[src/rtl/ahb_region_mux_if.sv]
// Bus bundle for ahb_region_mux: upstream AHB-Lite master side, downstream slave ports,
// fault/watchdog status and FSM debug view.
interface ahb_region_mux_if #(
    parameter int NPORT = 7,
    parameter int AW    = 32,
    parameter int DW    = 32
);
    logic                hsel_s;
    logic [AW-1:0]       haddr_s;
    logic [1:0]          htrans_s;
    logic                hready_s;
    logic [DW-1:0]       hrdata_s;
    logic                hreadyout_s;
    logic                hresp_s;
    logic [NPORT-1:0]    hsel_m;
    logic [NPORT*DW-1:0] hrdata_m;
    logic [NPORT-1:0]    hreadyout_m;
    logic [NPORT-1:0]    hresp_m;
    logic [NPORT-1:0]    fault;
    logic [NPORT-1:0]    fault_clr;
    logic                timeout_irq;
    logic [3:0]          timeout_port;
    logic [1:0]          dbg_state;
    logic                dbg_dp_def;

    // Handshake: an address phase is taken on an edge with hready_s=1 (a transfer when also
    // hsel_s & htrans_s[1]); a data phase ends on the edge where hreadyout_s=1.
    modport slave (
        input  hsel_s, haddr_s, htrans_s, hready_s, hrdata_m, hreadyout_m, hresp_m, fault_clr,
        output hrdata_s, hreadyout_s, hresp_s, hsel_m, fault, timeout_irq, timeout_port,
               dbg_state, dbg_dp_def
    );

    modport master (
        output hsel_s, haddr_s, htrans_s, hready_s, hrdata_m, hreadyout_m, hresp_m, fault_clr,
        input  hrdata_s, hreadyout_s, hresp_s, hsel_m, fault, timeout_irq, timeout_port,
               dbg_state, dbg_dp_def
    );
endinterface

[src/rtl/ahb_region_mux.sv]
// AHB-Lite region decoder and slave multiplexer with a built-in ERROR default slave,
// per-transfer wait-state watchdog and sticky isolation of hung slave ports.
module ahb_region_mux #(
    parameter int NPORT       = 7,
    parameter int AW          = 32,
    parameter int DW          = 32,
    parameter int REGION_BITS = 16,
    parameter int BASE_REGION = 0,
    parameter int TIMEOUT     = 256
) (
    input logic             hclk,
    input logic             hreset,
    ahb_region_mux_if.slave bus
);
    localparam int IW = AW - REGION_BITS;
    localparam int CW = (TIMEOUT > 0) ? $clog2(TIMEOUT + 1) : 1;
    localparam bit WDOG_EN = (TIMEOUT > 0);
    localparam logic [CW-1:0] WCNT_MAX  = {CW{1'b1}};
    localparam logic [CW-1:0] WCNT_FIRE = WDOG_EN ? CW'(TIMEOUT - 1) : '0;

    typedef enum logic [1:0] {
        S_IDLE = 2'd0,
        S_ERR1 = 2'd1,
        S_ERR2 = 2'd2
    } state_t;

    state_t           state_q, state_d;
    logic [NPORT-1:0] dp_sel_q, dp_sel_d;
    logic             dp_def_q, dp_def_d;
    logic [CW-1:0]    wcnt_q, wcnt_d;
    logic [NPORT-1:0] fault_q, fault_d;
    logic             irq_q, irq_d;
    logic [3:0]       tport_q, tport_d;

    logic [IW-1:0]    idx;
    logic [NPORT-1:0] hit_vec;
    logic             hit;
    logic             def_next;
    logic [DW-1:0]    sel_rdata;
    logic             sel_ready;
    logic             sel_resp;
    logic [3:0]       dp_idx;
    logic             fire;

    // Region index wraps modulo 2^IW, so regions below BASE_REGION land far out of range.
    assign idx = bus.haddr_s[AW-1:REGION_BITS] - IW'(BASE_REGION);

    always_comb begin
        hit_vec = '0;
        for (int k = 0; k < NPORT; k++) begin
            hit_vec[k] = bus.hsel_s && (idx == IW'(k)) && !fault_q[k];
        end
    end

    assign hit      = |hit_vec;
    assign def_next = bus.hsel_s && bus.htrans_s[1] && !hit;

    always_comb begin
        sel_rdata = '0;
        sel_ready = 1'b0;
        sel_resp  = 1'b0;
        dp_idx    = '0;
        for (int k = 0; k < NPORT; k++) begin
            if (dp_sel_q[k]) begin
                sel_rdata = bus.hrdata_m[k*DW +: DW];
                sel_ready = bus.hreadyout_m[k];
                sel_resp  = bus.hresp_m[k];
                dp_idx    = 4'(k);
            end
        end
    end

    assign fire = WDOG_EN && (|dp_sel_q) && !bus.hready_s && !sel_ready && (wcnt_q == WCNT_FIRE);

    always_comb begin
        dp_sel_d = dp_sel_q;
        dp_def_d = dp_def_q;
        if (bus.hready_s) begin
            dp_sel_d = hit_vec;
            dp_def_d = def_next;
        end
        if (fire) begin
            dp_sel_d = '0;
        end

        wcnt_d = wcnt_q;
        if (bus.hready_s || (dp_sel_q == '0)) begin
            wcnt_d = '0;
        end else if (!sel_ready && (wcnt_q != WCNT_MAX)) begin
            wcnt_d = wcnt_q + 1'b1;
        end

        state_d = S_IDLE;
        case (state_q)
            S_IDLE:  state_d = (bus.hready_s && def_next) ? S_ERR1 : S_IDLE;
            S_ERR1:  state_d = S_ERR2;
            S_ERR2:  state_d = (bus.hready_s && def_next) ? S_ERR1 : S_IDLE;
            default: state_d = S_IDLE;
        endcase
        if (fire) begin
            state_d = S_ERR1;
        end

        // A watchdog set beats a coincident clear on the same port.
        fault_d = (fault_q & ~bus.fault_clr) | (fire ? dp_sel_q : '0);
        irq_d   = fire;
        tport_d = fire ? dp_idx : tport_q;
    end

    always_ff @(posedge hclk) begin
        if (hreset) begin
            state_q  <= S_IDLE;
            dp_sel_q <= '0;
            dp_def_q <= 1'b0;
            wcnt_q   <= '0;
            fault_q  <= '0;
            irq_q    <= 1'b0;
            tport_q  <= '0;
        end else begin
            state_q  <= state_d;
            dp_sel_q <= dp_sel_d;
            dp_def_q <= dp_def_d;
            wcnt_q   <= wcnt_d;
            fault_q  <= fault_d;
            irq_q    <= irq_d;
            tport_q  <= tport_d;
        end
    end

    always_comb begin
        bus.hrdata_s    = '0;
        bus.hreadyout_s = 1'b1;
        bus.hresp_s     = 1'b0;
        if (state_q != S_IDLE) begin
            bus.hreadyout_s = (state_q == S_ERR2);
            bus.hresp_s     = 1'b1;
        end else if (|dp_sel_q) begin
            bus.hrdata_s    = sel_rdata;
            bus.hreadyout_s = sel_ready;
            bus.hresp_s     = sel_resp;
        end
    end

    assign bus.hsel_m       = hit_vec;
    assign bus.fault        = fault_q;
    assign bus.timeout_irq  = irq_q;
    assign bus.timeout_port = tport_q;
    assign bus.dbg_state    = state_q;
    assign bus.dbg_dp_def   = dp_def_q;

endmodule
[src/flat_wrapper.sv]
// flat-port wrapper written by rule: the top's interface ports become plain ports
module ahb_region_mux_flat 
#(
    parameter int NPORT       = 7,
    parameter int AW          = 32,
    parameter int DW          = 32,
    parameter int REGION_BITS = 16,
    parameter int BASE_REGION = 0,
    parameter int TIMEOUT     = 256
)
  (hclk, hreset, bus_hsel_s, bus_haddr_s, bus_htrans_s, bus_hready_s, bus_hrdata_m, bus_hreadyout_m, bus_hresp_m, bus_fault_clr, bus_hrdata_s, bus_hreadyout_s, bus_hresp_s, bus_hsel_m, bus_fault, bus_timeout_irq, bus_timeout_port, bus_dbg_state, bus_dbg_dp_def);
  ahb_region_mux_if #(.NPORT(NPORT), .AW(AW), .DW(DW)) bus_i ();
  input logic hclk;
  input logic hreset;
  input wire logic [$bits(bus_i.hsel_s)-1:0] bus_hsel_s;
  input wire logic [$bits(bus_i.haddr_s)-1:0] bus_haddr_s;
  input wire logic [$bits(bus_i.htrans_s)-1:0] bus_htrans_s;
  input wire logic [$bits(bus_i.hready_s)-1:0] bus_hready_s;
  input wire logic [$bits(bus_i.hrdata_m)-1:0] bus_hrdata_m;
  input wire logic [$bits(bus_i.hreadyout_m)-1:0] bus_hreadyout_m;
  input wire logic [$bits(bus_i.hresp_m)-1:0] bus_hresp_m;
  input wire logic [$bits(bus_i.fault_clr)-1:0] bus_fault_clr;
  output wire logic [$bits(bus_i.hrdata_s)-1:0] bus_hrdata_s;
  output wire logic [$bits(bus_i.hreadyout_s)-1:0] bus_hreadyout_s;
  output wire logic [$bits(bus_i.hresp_s)-1:0] bus_hresp_s;
  output wire logic [$bits(bus_i.hsel_m)-1:0] bus_hsel_m;
  output wire logic [$bits(bus_i.fault)-1:0] bus_fault;
  output wire logic [$bits(bus_i.timeout_irq)-1:0] bus_timeout_irq;
  output wire logic [$bits(bus_i.timeout_port)-1:0] bus_timeout_port;
  output wire logic [$bits(bus_i.dbg_state)-1:0] bus_dbg_state;
  output wire logic [$bits(bus_i.dbg_dp_def)-1:0] bus_dbg_dp_def;
  assign bus_i.hsel_s = bus_hsel_s;
  assign bus_i.haddr_s = bus_haddr_s;
  assign bus_i.htrans_s = bus_htrans_s;
  assign bus_i.hready_s = bus_hready_s;
  assign bus_i.hrdata_m = bus_hrdata_m;
  assign bus_i.hreadyout_m = bus_hreadyout_m;
  assign bus_i.hresp_m = bus_hresp_m;
  assign bus_i.fault_clr = bus_fault_clr;
  assign bus_hrdata_s = bus_i.hrdata_s;
  assign bus_hreadyout_s = bus_i.hreadyout_s;
  assign bus_hresp_s = bus_i.hresp_s;
  assign bus_hsel_m = bus_i.hsel_m;
  assign bus_fault = bus_i.fault;
  assign bus_timeout_irq = bus_i.timeout_irq;
  assign bus_timeout_port = bus_i.timeout_port;
  assign bus_dbg_state = bus_i.dbg_state;
  assign bus_dbg_dp_def = bus_i.dbg_dp_def;
  ahb_region_mux #(.NPORT(NPORT), .AW(AW), .DW(DW), .REGION_BITS(REGION_BITS), .BASE_REGION(BASE_REGION), .TIMEOUT(TIMEOUT)) u_core (.hclk(hclk), .hreset(hreset), .bus(bus_i));
endmodule
[config.mk]
export PLATFORM = sky130hd
export DESIGN_NAME = ahb_region_mux_flat
export DESIGN_NICKNAME = d
export VERILOG_FILES = /design/src/rtl/ahb_region_mux_if.sv /design/src/rtl/ahb_region_mux.sv /design/src/flat_wrapper.sv
export SDC_FILE = /design/constraint.sdc
export NUM_CORES = 1
export LEC_CHECK = 0
export CAP_MARGIN = 20
export CORE_AREA = 3 3 129 131
export CTS_BUF_LIST = sky130_fd_sc_hd__clkbuf_4 sky130_fd_sc_hd__clkbuf_8 sky130_fd_sc_hd__clkbuf_16
export DETAILED_ROUTE_END_ITERATION = 8
export DIE_AREA = 0 0 132 134
export DONT_BUFFER_PORTS = 1
export SYNTH_ARGS = -nofsm -noshare
export SYNTH_HDL_FRONTEND = slang
export SYNTH_SLANG_ARGS = --single-unit
[constraint.sdc]
create_clock -name hclk -period 2.56 [get_ports hclk]
set_clock_uncertainty 0.2 [all_clocks]
set_input_delay 0.256 -clock hclk [delete_from_list [all_inputs] [get_ports hclk]]
set_output_delay 0.256 -clock hclk [all_outputs]
set_load 0.1 [all_outputs]
Word-level counts from Yosys, hierarchy flattened
Index checks and enable logic that the tools add are counted.

Bitwise logic cells: 3. Reduce and logical (&&, ||, !) cells: 41. Add/sub/neg operators: 1. Mux-type cells: 37. Equal/unequal tests: 10.

Operators by type and width (number): 32-bit two-way mux (9); 16-bit by 3-bit == test with 1-bit output (second input constant) (3); 16-bit by 2-bit == test with 1-bit output (second input constant) (2); 1-bit logical AND (21); 1-bit two-way mux (21); 16-bit by 1-bit == test with 1-bit output (second input constant) (1); 16-bit zero test (1); 7-bit OR reduction (2); 1-bit zero test (10); 9-bit by 1-bit adder with 9-bit output (second input constant) (1); 9-bit by 8-bit == test with 1-bit output (second input constant) (1); 3-bit two-way mux (3); 9-bit inequality test (second input constant) (1); 7-bit AND (1); 7-bit zero test (1); 7-bit two-way mux (1); 7-bit NOT (1); 7-bit OR (1); 2-bit OR reduction (3); 2-bit two-way mux (2); 2-bit one-hot mux with 2 select lines (1); 2-bit by 1-bit == test with 1-bit output (second input constant) (1); 2-bit == test (second input constant) (1); 2-bit zero test (1); 2 further kinds (2).

Logic and storage cells: 100. Flip-flop bits (word level): 31. Input port bits: 283.

Depth between registers and ports, before layout
Gate-level depths: netlist (run 1).

Word-level depth: 12. Mapped depth: 8.

Least setup slack after synthesis (run 1)
OpenSTA, ideal clock, no wires.

Kind: input to register. From: input port bus_haddr_s[29]. To: register u_core.dp_sel_q[3]. Arrival: 4.470 ns. Setup time: 0.090 ns. Setup slack: -2.201 ns. Stages on the path: 5. Path through: nor4_1 -> nand4b_1 -> nor4b_1 -> mux2i_1 -> nor3_1.

Longest elaborated chain between the ends: 3.

Ends and longest elaborated chain: start: declaration (line flat_wrapper.sv:16) `input wire logic [$bits(bus_i.haddr_s)-1:0] bus_haddr_s;`; 16-bit by 2-bit == test with 1-bit output (line ahb_region_mux.sv:51) `hit_vec[k] = bus.hsel_s && (idx == IW'(k)) && !fault_q[k];`; 1-bit logical AND (2 in a row) (line ahb_region_mux.sv:51); via bus_hsel_m[3] (line flat_wrapper.sv:26) `output wire logic [$bits(bus_i.hsel_m)-1:0] bus_hsel_m;`; end signal: assignment (line ahb_region_mux.sv:121) `dp_sel_q <= dp_sel_d;`; end: declaration (line ahb_region_mux.sv:28) `logic [NPORT-1:0] dp_sel_q, dp_sel_d;`.

The timed path passes the listed nets, and every way through them passes these cells. A chain may end at the register's enable or synchronous reset.

Final worst setup path (run 1)
From: register u_core.dp_sel_q[3]. To: output port bus_hrdata_s[24].

Longest elaborated chain between the ends: 6.

Ends and longest elaborated chain: 32-bit two-way mux (4 in a row) (line ahb_region_mux.sv:64) `if (dp_sel_q[k]) begin`; 32-bit two-way mux (*) (line ahb_region_mux.sv:137) `end else if (|dp_sel_q) begin`; 32-bit two-way mux (*) (line ahb_region_mux.sv:134) `if (state_q != S_IDLE) begin`; end: declaration (line flat_wrapper.sv:23) `output wire logic [$bits(bus_i.hrdata_s)-1:0] bus_hrdata_s;`.

Mark *: on every way between the ends. The rest lies on a longest branch, timed or not.

==> parameters.txt, run 1 <==
Parameter                              Value

Yosys
  Synth unique cells ... between 50 and 60
  Area contributors post-synth ... sky130_fd_sc_hd__dfxtp_1, sky130_fd_sc_hd__a221oi_1, sky130_fd_sc_hd__a22o_1
  Share of synthesized registers carrying an async set or reset ... 0
  Avg Cell Area, Syn ... 7.02 um2
  Area share of the leading cell type in the synthesized netlist ... 0.184
  Most instantiated flip-flop cell in the synthesis netlist ... sky130_fd_sc_hd__dfxtp_1
  Share of synthesized area occupied by flip-flops and latches ... 0.184
  Library cell with the largest summed area after synthesis ... sky130_fd_sc_hd__dfxtp_1
  Synth warnings ... 0
  Cell Area, Synth ... approximately 3300 um2
  Cells after Synth ... 466
  Number of flops mapped to enable cells by yosys ... 0
  Synth Net Count ... 752
  FF+latch count, synth ... 30

Critical path
  Required arrival time at the worst endpoint ... 2100 ps
  Startpoint kind of the worst setup timing path ... register
  List of cells traversed by the critical path ... or2_2, buf_12, a221oi_1, nor3_1, o21ai_0, a21oi_4, buf_12
  Number of buffers and inverters on the critical path ... 2
  Standard cell with the maximum stage delay on the critical path ... sky130_fd_sc_hd__o21ai_0
  Critical path peak fanout ... 32
  Critical path capture point type ... output port
  FF-to-FF path depth ... 8
  Dominant cell type by count on the critical path ... sky130_fd_sc_hd__buf_12
  Delay-heaviest family, CP ... compound AO/OA/AOI/OAI gates
  Setup Crit Path Kind ... register to output port
  Slowest stage delay, CP ... 340 ps
  Worst EP arrival ... a little over 2000 ps
  Path length in cells of the critical path ... 7

Place
  RD Place Congestion ... around 0.8
  Post-DP HPWL ... roughly 15000 um
  Placed instance area ... 5060 um2
  Count of port buffers added during placement ... 0

Timing
  Number of pins with negative max-slew slack in the final report ... 0
  Remaining max-slew budget at the tightest pin ... 0.440
  Final Hold Slack ... about 13 ps
  Clock period minus final worst setup slack ... 2510 ps
  Final Hold Vio Count ... 0
  Achievable frequency ... 0.399 GHz
  Share of the cycle needed by the critical path after routing ... 0.979
  Worst-margin pin slew ... 838 ps
  Finish-stage setup viols ... 0
  RSZ-0062 raised after global routing ... yes

Final layout
  Antenna diode count ... 0
  Fill count ... approximately 1600
  Share of post-route cells with drive strength above 1 ... 0.315
  Area Overhead vs Synth ... 65.1%
  Fin area ... 5400 um2
  Final layout net count ... 806

GRT
  Number of antenna violations at the first check in global routing ... 1
  All-layer global routing usage ... 0.189
  Via count of the first global-routing pass ... 4377
  Maximum number of pins on one net before global-route repair ... 39
  GRT Residual Overflow ... 0
  Wire length of the first global-routing pass ... 26500 um

Clocking
  Clk_lat worst skew ... 270 ps
  H-Tree Depth ... 2
  Total CTS buffers ... 5
  Number of sinks on the clock net ... 30
  Cell chosen for the clock root ... sky130_fd_sc_hd__clkbuf_16
  Clock tree from TritonCTS ... built
  CTS clk-pin slew, worst paths ... 50 ps
  Clock Tree Buf Depth ... 2

Die
  Site row count ... 46
  Height of the die ... ~130 um
  Die area ... 17700 um2
  Die W ... 132 um
  Initial cell density of the core ... 0.208
  Ports ... 339
  Core footprint ... about 16000 um2

Route
  Number of routed nets with antenna violations ... 0
  Length of the first detailed-routing pass in iterations ... 5
  Number of design rule violations left after detail routing ... 0
  Routed WL ... 18600 um
  Vias/cell ... just under 6
  Starting DRT DRC Count ... 343
  Wire length per cell ... between 20 and 30 um
  Via count ... 4383

Min path
  Hold path depth ... 2
  Class of the tightest hold or removal check ... input port to register

Status
  Outcome ... complete, no violations

Power and ir drop
  Power density cells ... 220 nW/um2
  Cell leakage power ... 1.63 nW
  Maximum vdd drop ... around 0.37 mV

Job
  Max_cap viols ... 0
==> cell families after synthesis <==
logic type,synth area share
AO/OA/AOI/OAI,0.429
adder cells (fa/ha/maj),0.0115
buffers and inverters,0.0773
flip-flops,0.184
multiplexers,0.0337
other,0.00115
AND/OR/NAND/NOR,0.264
==> worst paths after layout <==
kind | from | slack (ps) | endpoint
setup / recovery | u_core.dp_sel_q[3] | 50 | bus_hrdata_s[24]
hold / removal | bus_hready_s | 10 | u_core.dp_sel_q[6]
setup reg to reg | u_core.wcnt_q[0] | 180 | u_core.bus.fault[6]
hold reg to reg | u_core.wcnt_q[7] | 280 | u_core.wcnt_q[7]
==> registers in the layout (all words and copies together), names as in the netlist <==
signal and count:
u_core.bus.dbg_dp_def 1, u_core.bus.dbg_state 2, u_core.bus.fault 7, u_core.bus.timeout_irq 1, u_core.bus.timeout_port 3, u_core.dp_sel_q 7
u_core.wcnt_q 9
==> what timing repair did <==
action | in CTS | in global routing
cloned | 0 | 1
pin swaps | 0 | 0
buffers inserted | 0 | 1
hold buffers | 9 | 0
resized for setup | 5 | 17
endpoints found under the hold margin | 21 | 0
endpoints found under the setup margin | 21 | 20
==> final cells by class <==
type,instances,area (um2),area share
inverters,10,37.5,0.00695
multi-input cells,376,2950,0.546
repair buffers,97,1370,0.254
well taps,216,270,0.0500
clock buffers,8,166,0.0308
flip-flops and latches,30,604,0.112
==> worst register-to-register path: cells and delay by family, from the launching register on <==
family	cells	cell delay, ps
buf+inv	1	230
fa+ha+maj	2	450
simple gates	4	650
flops	1	360
compound gates	1	360
==> per-layer routing <==
| metal | up-vias | GRT usage | routed length [um] |
|---|---|---|---|
| met5 | - | 0 | 13 |
| met4 | 2 | 0.0601 | 539 |
| met3 | 39 | 0.0548 | 1840 |
| met2 | 303 | 0.330 | 9040 |
| met1 | 2098 | 0.225 | 7210 |
| li1 | 1941 | - | - |
==> cell usage after synthesis (all sizes together) (2+ instances only) <==
master	n
a21oi	52
nand2	42
nor3	41
o21ai	37
a221oi	35
clkbuf	35
o22ai	32
a22o	30
dfxtp	30
buf	15
nand3	13
nor2	12
mux2i	11
nand2b	11
nor4	11
inv	9
nor2b	5
nand4b	4
or2	4
ha	3
o31ai	3
o41ai	3
or4	3
a22oi	2
a311oi	2
nand3b	2
nand4	2
nor4b	2
o311ai	2
o32ai	2
or3	2
==> metrics by stage <==
step	util	instances	TNS, ps	worst slack [ps]	total power, W
floorplan	-	466	-5270	-531	0.000533
global placement	0.322	718	0	136	0.000535
detailed placement	0.322	718	0	99.5	0.000535
CTS	0.339	735	0	7.35	0.00119
global route	0.344	737	0	0.120	0.00121
finish	0.344	737	0	53.4	0.00119
==> cell usage in the layout (no fill, tap or decap), types with 6 or more instances in the layout <==
cell / count
sky130_fd_sc_hd__o21ai_1: 25
sky130_fd_sc_hd__a221oi_1: 31
sky130_fd_sc_hd__nand3_1: 13
sky130_fd_sc_hd__a21oi_4: 30
sky130_fd_sc_hd__o21ai_0: 10
sky130_fd_sc_hd__a21oi_1: 21
sky130_fd_sc_hd__nand2_1: 42
sky130_fd_sc_hd__buf_4: 39
sky130_fd_sc_hd__dlygate4sd3_1: 9
sky130_fd_sc_hd__inv_1: 9
sky130_fd_sc_hd__a22o_1: 30
sky130_fd_sc_hd__o22ai_1: 32
sky130_fd_sc_hd__nor4_4: 7
sky130_fd_sc_hd__buf_12: 46
sky130_fd_sc_hd__nor2_1: 10
sky130_fd_sc_hd__mux2i_1: 11
sky130_fd_sc_hd__nor3_1: 39
sky130_fd_sc_hd__nand2b_1: 10
sky130_fd_sc_hd__dfxtp_1: 27
sky130_fd_sc_hd__clkbuf_16: 6
==> power by group <==
group	leakage, nW	internal (W)	switching [W]
registers	0.243	0.000469	0.000000487
clock network	0.0832	0.000439	0.000205
logic	1.31	0.0000300	0.0000429
(Power assumes the default switching activity.)
==> run 2: changes to the inputs <==
--- a/config.mk
+++ b/config.mk
@@ -11,6 +11,7 @@
 export DETAILED_ROUTE_END_ITERATION = 8
 export DIE_AREA = 0 0 132 134
 export DONT_BUFFER_PORTS = 1
+export REMOVE_ABC_BUFFERS = 1
 export SYNTH_ARGS = -nofsm -noshare
 export SYNTH_HDL_FRONTEND = slang
 export SYNTH_SLANG_ARGS = --single-unit
==> parameters.txt, run 2 (synthesis gave the netlist of run 1 again) <==
Parameter                              Value

Critical path
  Critical path capture point type ... output port (unchanged)
  FF-to-FF path depth ... 7 (was 8)
  Worst EP arrival ... 2020 ps (was 2050 ps)
  Required arrival time at the worst endpoint ... 2100 ps (about the same)
  Startpoint kind of the worst setup timing path ... register (unchanged)
  Setup Crit Path Kind ... register to output port (unchanged)
  Critical path peak fanout ... 32 (unchanged)

Die
  Ports ... 339 (unchanged)
  Initial cell density of the core ... 0.208 (unchanged)
  Site row count ... 46 (unchanged)
  Die W ... 132 um (unchanged)
  Die area ... 17700 um2 (unchanged)
  Core footprint ... 15700 um2 (unchanged)
  Height of the die ... 134 um (unchanged)

GRT
  Maximum number of pins on one net before global-route repair ... 39 (unchanged)
  Number of antenna violations at the first check in global routing ... 0 (was 1)
  Via count of the first global-routing pass ... 4199 (was 4377)
  Most Crowded Layer GR ... met2 (unchanged)
  GRT Residual Overflow ... 0 (unchanged)
  All-layer global routing usage ... 0.191 (was 0.189)
  Routing usage on met3 ... 0.0461 (was 0.0548)
  Wire length of the first global-routing pass ... 26400 um (was 26500 um)
  GRT met1 Usage ... 0.236 (was 0.225)
  Met2 demand-to-capacity share in global routing ... 0.337 (was 0.330)

Route
  Vias/cell ... 5.92 (was 5.95)
  Via count ... 4353 (was 4383)
  Routed WL ... 19300 um (was 18600 um)
  Length of the first detailed-routing pass in iterations ... 5 (unchanged)
  Wire length per cell ... 26.3 um (was 25.3 um)
  Starting DRT DRC Count ... 227 (was 343)
  Number of design rule violations left after detail routing ... 0 (unchanged)
  Number of routed nets with antenna violations ... 0 (unchanged)

Place
  Count of port buffers added during placement ... 0 (unchanged)
  Post-DP HPWL ... 14100 um (was 14800 um)
  RD Place Congestion ... 0.900 (was 0.817)
  Placed instance area ... 4770 um2 (was 5060 um2)

Final layout
  Most frequent cells in the layout ... sky130_fd_sc_hd__nand2_1, sky130_fd_sc_hd__buf_12, sky130_fd_sc_hd__nor3_1 (was sky130_fd_sc_hd__buf_12, sky130_fd_sc_hd__nand2_1, sky130_fd_sc_hd__nor3_1, sky130_fd_sc_hd__buf_4, sky130_fd_sc_hd__o22ai_1)
  Fin area ... 5160 um2 (was 5400 um2)
  Area Overhead vs Synth ... 57.7% (was 65.1%)
  Most common library cell in the layout ignoring fill and taps ... sky130_fd_sc_hd__nand2_1 (was sky130_fd_sc_hd__buf_12)
  Share of post-route cells with drive strength above 1 ... 0.312 (was 0.315)
  Antenna diode count ... 0 (unchanged)
  Reg with most FFs ... u_core.wcnt_q (unchanged)
  Flip-flop count of the largest register, all copies and words added ... 9 (unchanged)
  Final layout net count ... 804 (was 806)

Clocking
  H-Tree Depth ... 2 (unchanged)
  Number of sinks on the clock net ... 30 (unchanged)
  Clock Tree Buf Depth ... 2 (unchanged)
  Clock tree from TritonCTS ... built (unchanged)
  Clk_lat worst skew ... 280 ps (was 270 ps)
  Total CTS buffers ... 5 (unchanged)
  Cell chosen for the clock root ... sky130_fd_sc_hd__clkbuf_16 (unchanged)
  CTS clk-pin slew, worst paths ... 50 ps (about the same)

Timing
  Achievable frequency ... 0.403 GHz (was 0.399 GHz)
  Number of pins with negative max-slew slack in the final report ... 0 (unchanged)
  Share of the cycle needed by the critical path after routing ... 0.969 (was 0.979)
  Final Hold Slack ... -0.834 ps (was 12.5 ps)
  Remaining max-slew budget at the tightest pin ... 0.394 (was 0.440)
  Finish-stage setup viols ... 0 (unchanged)
  Worst-margin pin slew ... 906 ps (was 838 ps)
  Final Hold Vio Count ... 1 (was 0)
  Clock period minus final worst setup slack ... 2480 ps (was 2510 ps)

Status
  Outcome ... finished, violations left (was complete, no violations)
  Violated checks ... negative hold slack

Power and ir drop
  Maximum vdd drop ... 0.548 mV (was 0.370 mV)
  Cell leakage power ... 1.64 nW (was 1.63 nW)
  Power density cells ... 230 nW/um2 (was 220 nW/um2)

Min path
  Class of the tightest hold or removal check ... input port to register (unchanged)
  Hold path depth ... 3 (was 2)

Job
  Max_cap viols ... 0 (unchanged)
run 2: power by group:
part           internal (W)  leakage (nW)  switching [W]
clock              0.000439        0.0832       0.000207
combinational     0.0000286          1.31      0.0000435
sequential         0.000469         0.244    0.000000494
run 2: area by class of cell:
class	count	area, um2
Inverter	10	41.3
Multi-Input combinational cell	376	2630
Timing Repair Buffer	95	1440
Clock buffer	8	166
Tap cell	216	270
Fill cell	1662	10600
Sequential cell	30	606
run 2: what timing repair did:
action	CTS	global route
hold buffers	9	0
endpoints found under the hold margin	20	0
gates resized for setup	6	14
setup buffers	1	0
pin swaps	1	3
setup endpoints to repair	32	15
cloned	1	2
run 2: worst paths after layout:
path | startpoint | to | slack, ps
max | u_core.dp_sel_q[2] | bus_hrdata_s[31] | 80
min | hreset | u_core.wcnt_q[6] | -0.8
max reg2reg | u_core.dp_sel_q[5] | u_core.wcnt_q[2] | 180
min reg2reg | u_core.wcnt_q[6] | u_core.wcnt_q[6] | 270
run 2: worst max-delay path, stage by stage, from the launching register on:
cell	delay [ps]
sky130_fd_sc_hd__dfxtp_1	300
sky130_fd_sc_hd__buf_4	150
sky130_fd_sc_hd__nand2b_1	140
sky130_fd_sc_hd__buf_12	210
sky130_fd_sc_hd__o22ai_1	140
sky130_fd_sc_hd__o311ai_1	270
sky130_fd_sc_hd__o21ai_1	140
sky130_fd_sc_hd__nor2_2	160
sky130_fd_sc_hd__buf_12	190
run 2: routing by layer:
metal	up-vias	share of wire
met4	0	0.018
li1	1939	-
met1	2090	0.39
met5	-	0
met2	298	0.50
met3	26	0.093
run 2: metrics by stage:
step	setup slack, ps	total power [W]	utilization	setup TNS (ps)	cells
6_report	80.1	0.00119	0.328	0	735
3_3_place_gp	222	0.000531	0.303	0	714
4_1_cts	2.40	0.00120	0.324	0	733
5_1_grt	-0.345	0.00121	0.328	-0.345	735
3_5_place_dp	194	0.000532	0.303	0	714
2_1_floorplan	-2500	0.000521	-	-100310	416
==> run 3: changes to the inputs <==
==> constraint.sdc (replaced) <==
create_clock -name hclk -period 3.2 [get_ports hclk]
set_clock_uncertainty 0.2 [all_clocks]
set_input_delay 0.32 -clock hclk [delete_from_list [all_inputs] [get_ports hclk]]
set_output_delay 0.32 -clock hclk [all_outputs]
set_load 0.1 [all_outputs]
==> parameters.txt, run 3 (synthesis gave the netlist of run 1 again) <==
Parameter                              Value

Status
  Outcome ... complete, no violations (was finished, violations left)

Route
  Number of routed nets with antenna violations ... 0 (unchanged)
  Number of design rule violations left after detail routing ... 0 (unchanged)
  Wire length per cell ... 25.4 um (was 26.3 um)
  Via count ... 4214 (was 4353)
  Starting DRT DRC Count ... 282 (was 227)
  Length of the first detailed-routing pass in iterations ... 6 (was 5)
  Routed WL ... 17900 um (was 19300 um)
  Vias/cell ... 5.96 (was 5.92)

Clocking
  Clock tree from TritonCTS ... built (unchanged)
  Number of sinks on the clock net ... 30 (unchanged)
  Total CTS buffers ... 5 (unchanged)
  Clk_lat worst skew ... 270 ps (was 280 ps)
  Clock Tree Buf Depth ... 2 (unchanged)
  Cell chosen for the clock root ... sky130_fd_sc_hd__clkbuf_16 (unchanged)
  Postcts setup bufs ... 0 (was 1)
  CTS clk-pin slew, worst paths ... 50 ps (about the same)
  H-Tree Depth ... 2 (unchanged)

Critical path
  Startpoint kind of the worst setup timing path ... register (unchanged)
  Reg-to-reg endpoint ... u_core.wcnt_q[4] (was u_core.wcnt_q[2])
  Dominant cell type by count on the critical path ... sky130_fd_sc_hd__buf_12 (unchanged)
  Worst EP arrival ... 2480 ps (was 2020 ps)
  Delay-heaviest family, CP ... simple AND/OR/NAND/NOR gates (was buffers and inverters)
  Standard cell with the maximum stage delay on the critical path ... sky130_fd_sc_hd__dfxtp_1 (unchanged)
  FF-to-FF path depth ... 5 (was 7)
  Setup Crit Path Kind ... register to output port (unchanged)
  Timing endpoint of the critical path ... bus_hrdata_s[23] (was bus_hrdata_s[31])
  Register-to-register path setup slack ... 660 ps (was 180 ps)
  Critical register-to-register path startpoint ... u_core.dp_sel_q[4] (was u_core.dp_sel_q[5])
  List of cells traversed by the critical path ... or2_2, buf_12, a221oi_1, nor3_1, o21ai_0, a21oi_2, buf_12 (was buf_4, nand2b_1, buf_12, o22ai_1, o311ai_1, o21ai_1, nor2_2, buf_12)
  Number of buffers and inverters on the critical path ... 2 (was 3)
  Slowest stage delay, CP ... 490 ps (was 300 ps)
  Critical Path Start ... u_core.dp_sel_q[3] (was u_core.dp_sel_q[2])
  Critical path peak fanout ... 22 (was 32)
  Required arrival time at the worst endpoint ... 2680 ps (was 2100 ps)
  Path length in cells of the critical path ... 7 (was 8)
  Critical path capture point type ... output port (unchanged)

Final layout
  Final layout net count ... 776 (was 804)
  Area Overhead vs Synth ... 46.7% (was 57.7%)
  Share of post-route cells with drive strength above 1 ... 0.275 (was 0.312)
  Flip-flop count of the largest register, all copies and words added ... 9 (unchanged)
  Post-route core utilization ... 0.305 (was 0.328)
  Most frequent cells in the layout ... sky130_fd_sc_hd__nand2_1, sky130_fd_sc_hd__nor3_1, sky130_fd_sc_hd__buf_12 (was sky130_fd_sc_hd__nand2_1, sky130_fd_sc_hd__buf_12, sky130_fd_sc_hd__nor3_1)
  Most common library cell in the layout ignoring fill and taps ... sky130_fd_sc_hd__nand2_1 (unchanged)
  Reg with most FFs ... u_core.wcnt_q (unchanged)
  Antenna diode count ... 0 (unchanged)

GRT
  Met2 demand-to-capacity share in global routing ... 0.310 (was 0.337)
  Maximum number of pins on one net before global-route repair ... 38 (was 39)
  Number of antenna violations at the first check in global routing ... 0 (unchanged)
  GRT met1 Usage ... 0.230 (was 0.236)
  Most Crowded Layer GR ... met2 (unchanged)
  Via count of the first global-routing pass ... 4041 (was 4199)
  All-layer global routing usage ... 0.184 (was 0.191)
  Routing usage on met3 ... 0.0461 (unchanged)
  GRT Residual Overflow ... 0 (unchanged)
  Wire length of the first global-routing pass ... 25400 um (was 26400 um)

Power and ir drop
  Power density cells ... 186 nW/um2 (was 230 nW/um2)
  Switch share ... 0.207 (was 0.212)
  Combinational cell fraction of total power ... 0.048 (was 0.061)
  Post-route total power ... 0.000893 W (was 0.00119 W)
  Pint ... 0.000708 W (was 0.000937 W)
  Fraction of power consumed by the clock network ... 0.526 (was 0.544)
  Reported net switching power ... 0.000185 W (was 0.000251 W)
  Maximum vdd drop ... 0.362 mV (was 0.548 mV)
  Cell leakage power ... 1.44 nW (was 1.64 nW)
  Part of the power in registers ... 0.425 (was 0.395)

Timing
  Number of pins with negative max-slew slack in the final report ... 0 (unchanged)
  Final Hold Slack ... 20.5 ps (was -0.834 ps)
  Finish-stage setup viols ... 0 (unchanged)
  Final TNS setup ... 0 ps (unchanged)
  RSZ-0062 raised after global routing ... no
  Clock period minus final worst setup slack ... about 3000 ps
  Achievable frequency ... 0.333 GHz
  Remaining max-slew budget at the tightest pin ... 0.325 (was 0.394)
  Worst-margin pin slew ... 1010 ps (was 906 ps)
  Final Hold Vio Count ... 0 (was 1)
  Share of the cycle needed by the critical path after routing ... 0.937

Die
  Core footprint ... 15700 um2 (unchanged)
  Height of the die ... 134 um (unchanged)
  Die W ... 132 um (unchanged)
  Ports ... 339 (unchanged)
  Initial cell density of the core ... 0.208 (unchanged)
  Site row count ... 46 (unchanged)
  Die area ... 17700 um2 (unchanged)

Place
  Post-DP HPWL ... 13600 um (was 14100 um)
  RD Place Congestion ... 0.850 (was 0.900)
  Count of port buffers added during placement ... 0 (unchanged)

Job
  Max_cap viols ... 0 (unchanged)

Min path
  Class of the tightest hold or removal check ... input port to register (unchanged)
[run 3: cell types whose count changed in the layout (fill, tap and decap cells not counted), moves of 3 or more]
cell / change
sky130_fd_sc_hd__buf_4: -15
sky130_fd_sc_hd__buf_6: -3
sky130_fd_sc_hd__dlygate4sd3_1: -7
sky130_fd_sc_hd__o21ai_0: +9
sky130_fd_sc_hd__o21ai_1: -9
[run 3: power groups by stage]
stage | Combinational (W) | Clock [W] | Sequential (W)
CTS | 0.0000431 | 0.000481 | 0.000379
global route | 0.0000454 | 0.000498 | 0.000379
global placement | 0.0000369 | 0 | 0.000387
finish | 0.0000432 | 0.000470 | 0.000380
floorplan | 0.0000257 | 0 | 0.000391
detailed placement | 0.0000371 | 0 | 0.000387
[run 3: stage by stage]
step | cell area (um2) | worst slack [ps] | std cells
global route | 4800 | 7.63 | 707
detailed placement | 4620 | 369 | 696
floorplan | 3060 | -1920 | 416
finish | 4800 | 201 | 707
CTS | 4790 | 66.5 | 706
global placement | 4620 | 372 | 696
[run 3: metal layers]
layer  wire length (um)  share of wire  up-vias
li1                   -              -     1881
met1               7040           0.39     1990
met2               8570           0.48      307
met3               1740          0.097       36
met4                588          0.033        0
met5                  0              0        -
[run 3: cell type report]
class                   instances  area, um2
flip-flops and latches         30        604
inverters                      10       37.5
clock inverters                 1       5.00
fillers                      1690      10900
repair buffers                 66       1120
well taps                     216        270
clock buffers                   7        146
multi-input cells             377       2610
[run 3: worst min-delay path by stage]
stage                           startpoint                    endpoint  depth (start not counted)
final                     bus_fault_clr[5]         u_core.bus.fault[5]                          2
after global routing      bus_fault_clr[5]         u_core.bus.fault[5]                          2
after CTS                 bus_fault_clr[5]         u_core.bus.fault[5]                          2
after detailed placement            hreset  u_core.bus.timeout_port[2]                          1
after global placement              hreset         u_core.bus.fault[0]                          1
after floorplan                     hreset  u_core.bus.timeout_port[2]                          1
[run 3: timing repair]
| item | in CTS | in global routing |
|---|---|---|
| gates resized for setup | 0 | 0 |
| hold buffers | 2 | 0 |
| setup endpoints to repair | 0 | 2 |
| endpoints found under the hold margin | 20 | 0 |
[run 3: worst register-to-register path: stages, from the launching register on]
cell and delay [ps]:
sky130_fd_sc_hd__dfxtp_1 600, sky130_fd_sc_hd__nor2b_4 530, sky130_fd_sc_hd__a221oi_2 120, sky130_fd_sc_hd__o21a_1 310
sky130_fd_sc_hd__or4_1 560, sky130_fd_sc_hd__a21oi_1 150
